File: config.mk
export PLATFORM = sky130hd
export DESIGN_NAME = decode_stage
export DESIGN_NICKNAME = d
export VERILOG_FILES = /design/src/rtl/decode_stage.sv
export SDC_FILE = /design/constraint.sdc
export NUM_CORES = 1
export LEC_CHECK = 0
export CORE_UTILIZATION = 51
export DETAILED_ROUTE_END_ITERATION = 16
export PLACE_DENSITY_LB_ADDON = 0.2
export SLEW_MARGIN = 20
export SYNTH_ARGS = -nofsm -noshare
export SYNTH_HDL_FRONTEND = slang
export SYNTH_SLANG_ARGS = --single-unit
File: constraint.sdc
create_clock -name clk -period 3.6 [get_ports clk]
set_clock_uncertainty 0.15 [all_clocks]
set_input_delay 0.9 -clock clk [delete_from_list [all_inputs] [get_ports clk]]
set_output_delay 0.9 -clock clk [all_outputs]
set_load 0.02 [all_outputs]
File: src/rtl/decode_stage.sv
// RV32I decode stage: decodes fetched words into a registered bundle and
// provides a ready/valid handshake with a one-entry skid buffer and flush.
module decode_stage #(
   parameter int unsigned ADDR_WIDTH = 32
) (
   input  logic                  clk,
   input  logic                  rst,
   input  logic                  flush,
   input  logic                  in_valid,
   input  logic [ADDR_WIDTH-3:0] in_addr,
   input  logic [31:0]           in_insn,
   output logic                  in_ready,
   output logic                  out_valid,
   input  logic                  out_ready,
   output logic [ADDR_WIDTH-3:0] out_addr,
   output logic [31:0]           out_insn,
   output logic [4:0]            out_rd,
   output logic [4:0]            out_rs1,
   output logic [4:0]            out_rs2,
   output logic [31:0]           out_imm,
   output logic [3:0]            out_op_class,
   output logic                  out_rd_we,
   output logic                  out_illegal
);

   localparam int unsigned AW = ADDR_WIDTH - 2;

   localparam logic [3:0] CLS_LUI    = 4'd0;
   localparam logic [3:0] CLS_AUIPC  = 4'd1;
   localparam logic [3:0] CLS_JAL    = 4'd2;
   localparam logic [3:0] CLS_JALR   = 4'd3;
   localparam logic [3:0] CLS_BRANCH = 4'd4;
   localparam logic [3:0] CLS_LOAD   = 4'd5;
   localparam logic [3:0] CLS_STORE  = 4'd6;
   localparam logic [3:0] CLS_OP_IMM = 4'd7;
   localparam logic [3:0] CLS_OP     = 4'd8;
   localparam logic [3:0] CLS_FENCE  = 4'd9;
   localparam logic [3:0] CLS_SYSTEM = 4'd10;
   localparam logic [3:0] CLS_ILL    = 4'd15;

   typedef struct packed {
      logic [AW-1:0] addr;
      logic [31:0]   insn;
      logic [4:0]    rd;
      logic [4:0]    rs1;
      logic [4:0]    rs2;
      logic [31:0]   imm;
      logic [3:0]    op_class;
      logic          rd_we;
      logic          illegal;
   } bundle_t;

   bundle_t dec_c, out_q, out_n, skid_q, skid_n;
   logic    out_valid_q, out_valid_n, skid_valid_q, skid_valid_n;
   logic    in_ready_q, in_ready_n;
   logic    accept_c, load_out_c;

   logic [6:0]  opc;
   logic [2:0]  f3;
   logic [6:0]  f7;
   logic [31:0] imm_i, imm_s, imm_b, imm_u, imm_j;
   logic [3:0]  cls;
   logic [31:0] imm;
   logic        bad;

   assign opc   = in_insn[6:0];
   assign f3    = in_insn[14:12];
   assign f7    = in_insn[31:25];
   assign imm_i = {{20{in_insn[31]}}, in_insn[31:20]};
   assign imm_s = {{20{in_insn[31]}}, in_insn[31:25], in_insn[11:7]};
   assign imm_b = {{19{in_insn[31]}}, in_insn[31], in_insn[7], in_insn[30:25], in_insn[11:8], 1'b0};
   assign imm_u = {in_insn[31:12], 12'b0};
   assign imm_j = {{11{in_insn[31]}}, in_insn[31], in_insn[19:12], in_insn[20], in_insn[30:21], 1'b0};

   // Opcode classification, immediate selection and encoding legality
   always_comb begin
      cls = CLS_ILL;
      imm = '0;
      bad = 1'b0;
      case (opc)
         7'b0110111: begin cls = CLS_LUI;    imm = imm_u; end
         7'b0010111: begin cls = CLS_AUIPC;  imm = imm_u; end
         7'b1101111: begin cls = CLS_JAL;    imm = imm_j; end
         7'b1100111: begin cls = CLS_JALR;   imm = imm_i; bad = (f3 != 3'b000); end
         7'b1100011: begin
            cls = CLS_BRANCH; imm = imm_b;
            bad = (f3 == 3'b010) || (f3 == 3'b011);
         end
         7'b0000011: begin
            cls = CLS_LOAD; imm = imm_i;
            bad = (f3 == 3'b011) || (f3 == 3'b110) || (f3 == 3'b111);
         end
         7'b0100011: begin cls = CLS_STORE;  imm = imm_s; bad = (f3 > 3'b010); end
         7'b0010011: begin
            cls = CLS_OP_IMM; imm = imm_i;
            if (f3 == 3'b001) bad = (f7 != 7'b0000000);
            if (f3 == 3'b101) bad = (f7 != 7'b0000000) && (f7 != 7'b0100000);
         end
         7'b0110011: begin
            cls = CLS_OP;
            bad = !((f7 == 7'b0000000) ||
                    ((f7 == 7'b0100000) && ((f3 == 3'b000) || (f3 == 3'b101))));
         end
         7'b0001111: begin cls = CLS_FENCE;  imm = imm_i; end
         7'b1110011: begin cls = CLS_SYSTEM; imm = imm_i; end
         default:    bad = 1'b1;
      endcase
      if (in_insn[1:0] != 2'b11) bad = 1'b1;
      if (bad) begin
         cls = CLS_ILL;
         imm = '0;
      end

      dec_c          = '0;
      dec_c.addr     = in_addr;
      dec_c.insn     = in_insn;
      dec_c.rd       = in_insn[11:7];
      dec_c.rs1      = in_insn[19:15];
      dec_c.rs2      = in_insn[24:20];
      dec_c.imm      = imm;
      dec_c.op_class = cls;
      dec_c.illegal  = bad;
      dec_c.rd_we    = !bad && (in_insn[11:7] != 5'd0) &&
                       ((cls == CLS_LUI) || (cls == CLS_AUIPC) || (cls == CLS_JAL) ||
                        (cls == CLS_JALR) || (cls == CLS_LOAD) || (cls == CLS_OP_IMM) ||
                        (cls == CLS_OP));
   end

   assign accept_c   = in_valid & in_ready_q;
   assign load_out_c = ~out_valid_q | out_ready;

   // Output/skid next state; skid is only ever full while the output is held
   always_comb begin
      out_n        = out_q;
      out_valid_n  = out_valid_q;
      skid_n       = skid_q;
      skid_valid_n = skid_valid_q;
      if (flush) begin
         out_valid_n  = 1'b0;
         skid_valid_n = 1'b0;
      end else if (load_out_c) begin
         if (skid_valid_q) begin
            out_n        = skid_q;
            out_valid_n  = 1'b1;
            skid_valid_n = 1'b0;
         end else begin
            out_valid_n = accept_c;
            if (accept_c) out_n = dec_c;
         end
      end else if (accept_c) begin
         skid_n       = dec_c;
         skid_valid_n = 1'b1;
      end
      in_ready_n = ~skid_valid_n;
   end

   always_ff @(posedge clk) begin
      if (rst) begin
         out_q        <= '0;
         skid_q       <= '0;
         out_valid_q  <= 1'b0;
         skid_valid_q <= 1'b0;
         in_ready_q   <= 1'b1;
      end else begin
         out_q        <= out_n;
         skid_q       <= skid_n;
         out_valid_q  <= out_valid_n;
         skid_valid_q <= skid_valid_n;
         in_ready_q   <= in_ready_n;
      end
   end

   assign in_ready     = in_ready_q;
   assign out_valid    = out_valid_q;
   assign out_addr     = out_q.addr;
   assign out_insn     = out_q.insn;
   assign out_rd       = out_q.rd;
   assign out_rs1      = out_q.rs1;
   assign out_rs2      = out_q.rs2;
   assign out_imm      = out_q.imm;
   assign out_op_class = out_q.op_class;
   assign out_rd_we    = out_q.rd_we;
   assign out_illegal  = out_q.illegal;

endmodule

==> reports/metrics.yaml <==
status: "finished, final reports clean"
ctsHoldBuffers: 0
critPathMaxStageDelay_ns: 0.53
synth-edff-count: 0
critical-path-top-delay-family: "simple AND/OR/NAND/NOR gates"
slowest_stage: "clkdlybuf4s50_1"
cts.sinks: 203
drive_gt1_share_pct: 8.978
ctsHtreeMaxLevel: 1
cts_tree: "built"
switchingPower_mw: 1.319
finalSetupViolCount: 0
irDropWorstVdd_mv: 0.3303
via_count: 8068
viasPerCell: 5.670
worst-path-buf-inv: 3
final_nets: 1254
die_h_um: 132.9
dpl.hpwl_um: 16240
firstDrtPassIters: 5
drc: 0
die_area_sq_mm: 0.01767
wirelength_um: 24470
hp-class: "reg2reg"
comb_power_share_pct: 13.5
synth.avg_cell_area_sq_um: 8.392
max_clock_freq_mhz: 325.2
clkLatencyLatePin_ns: 0.50
initial_utilization_pct: 52.54
synth_area_leaders: "dfxtp_1 46%, nand2_1 7.6%, a21oi_1 7.2%, mux2i_1 7.1%, a211oi_1 5.7%"
io-pin-count: 184
area_growth_pct: 32.02
numCtsBuffers: 22
slew_headroom_pct: 45.75
grt_start_max_net_pins: 112
p_leak_nw: 3.903
final_antenna_net_count: 0
finalCriticalPeriod_ns: 3.075
maxSlewViolCount: 0
timing.setup.tns_ns: 0
synth_flop_cell: "dfxtp_1"
path_class: "in2reg"
drt_iter0_markers: 583
grt_pass1_vias: 7314
yosysTopAreaCell: "dfxtp_1"
regArea_sq_mm: 0.004068
gr-total-overflow: 0
cp-start-kind: "input port"
post_cts_resized: 0
multi_input_area_sq_mm: 0.004197
core_area_sq_mm: 0.01664
tightest_slew_ns: 0.8128
avgRoutedWirePerCell_um: 17.20
synth_area_sq_mm: 0.008745
async_reset_ff_share_pct: 0
cts_setup_buffers: 0
crit_path_max_fanout: 6
cp-end-kind: "register"
p_sw_share_pct: 24.83
rsz0062_at_grt: "no"
die_x_um: 132.9
syn_nets: 1109
yosysSeqAreaShare_pct: 46.47
worst_ep_arrival_time_ns: 3.36
ys_ff_latch: 203
p_per_area_mw_per_mm2: 460.2
seqPwrFrac_pct: 44.6
diodes: 0
rows: 47
clk_pin_slew_ns: 0.06
clockBufferDepth: 3
path_cells: "clkdlybuf4s50_1 -> or3b_1 -> a21oi_1 -> a21oi_1 -> buf_4 -> nor3_1 -> buf_4 -> and2_1 -> a32o_1"
yosys.area.top_type_share_pct: 46.47
timing.final.crit_share_pct: 85.41
gp_congestion: 0.9023
hold_viol_final: 0
syn_inst: 1042
crit_required_ns: 3.89
grt_pass1_wl_um: 38960
root_buffer: "clkbuf_16"
antenna_found_initial: 0
synth_cell_type_count: 55
cap_violations: 0
grtUsageTotal_pct: 27.12
port_buffers: 183
power_mw: 5.313
n_fill_cell: 1383
p_clk_share_pct: 41.9
power.internal_mw: 3.994
yosysWarnings: 0
==> tightest hold or removal path, stage by stage, from the launching register on <==
cell and delay [ns]:
dfxtp_1 0.31, nand2_1 0.05, nand2_1 0.04
==> path summary, 6_finish.rpt <==
check               start     endpoint  slack, ns  cells after the start
max            in_insn[5]   skid_q[13]       0.53                      9
min            skid_q[17]   skid_q[17]       0.29                      2
max reg2reg  skid_valid_q  out_addr[2]       1.28                      6
min reg2reg    skid_q[17]   skid_q[17]       0.29                      2
==> power groups by stage <==
stage	sequential (mW)	clock, mW	combinational (mW)
floorplan	2.49	0	0.292
global placement	2.42	0	0.707
detailed placement	2.42	0	0.712
CTS	2.37	2.26	0.716
global route	2.38	2.36	0.765
finish	2.37	2.23	0.717
==> final cells by class <==
type | count | area share (%)
Multi-Input combinational cell | 724 | 36.35
Tap cell | 220 | 2.384
Timing Repair Buffer | 231 | 19.62
Clock inverter | 6 | 0.4769
Clock buffer | 34 | 5.777
Sequential cell | 203 | 35.23
Inverter | 5 | 0.1626
==> cells in the mapped netlist (all sizes together), types with 9 or more instances <==
master / count
dfxtp: 203
nand2: 176
a21oi: 126
clkbuf: 84
nor2: 78
o21ai: 73
a211oi: 66
mux2i: 62
buf: 26
or3: 14
a311oi: 12
and3: 12
nor3: 9
==> sequential cells by signal, summed over array words and instances (netlist names), 4 cells and up <==
signal        count
out_imm          32
out_insn         32
out_op_class      4
skid_q          100
out_addr         30
==> per-stage QoR <==
stage          cell area (sq um)  cells  setup slack [ns]  hold WS [ns]  utilization (%)
6_report                   11540   1423            0.5251        0.2878            69.37
5_1_grt                    11540   1423            0.3849        0.3200            69.37
4_1_cts                    11540   1423            0.5997        0.2889            69.37
3_5_place_dp               10820   1383           0.08860        0.2807            65.03
3_3_place_gp               10820   1383            0.1092        0.2733            65.03
2_1_floorplan               8745   1042            0.7577        0.2649                -
==> cell families (layout without fill, tap and decap cells) <==
logic type,Yosys count,in the layout,share of synthesized area [%]
and+or+nand+nor,342,342,17.76
AOI/OAI and AO/OA,318,318,22.81
muxes,62,62,7.097
buffers and inverters,115,276,5.666
xor gates and xnor gates,2,2,0.2004
DFF,203,203,46.47
==> layout by cell type (no fill, tap or decap), types with 5 or more instances in the layout <==
cell / n
a211oi_1: 66
a21o_1: 5
a21oi_1: 125
a311oi_2: 10
a31oi_1: 6
a32o_1: 8
a32oi_1: 5
and3_1: 12
buf_12: 6
buf_4: 43
clkbuf_1: 6
clkbuf_16: 23
clkbuf_8: 5
clkdlybuf4s50_1: 182
clkinv_2: 5
dfxtp_1: 202
inv_1: 5
mux2i_1: 62
nand2_1: 176
nand2b_1: 6
nand3_1: 8
nand4_1: 8
nor2_1: 78
nor2b_1: 5
nor3_1: 6
o21ai_0: 62
o21ai_1: 11
o22ai_1: 5
or3_1: 13
==> per-layer routing <==
layer,global-route usage [%],routed length (um),share of wire [%],vias to the layer above
li1,-,-,-,3973
met1,37.85,11050,45,3750
met2,42.99,11090,45,308
met3,4.751,1779,7.3,37
met4,7.407,553,2.3,0
met5,0,0,0,-
(Power assumes the default switching activity.)
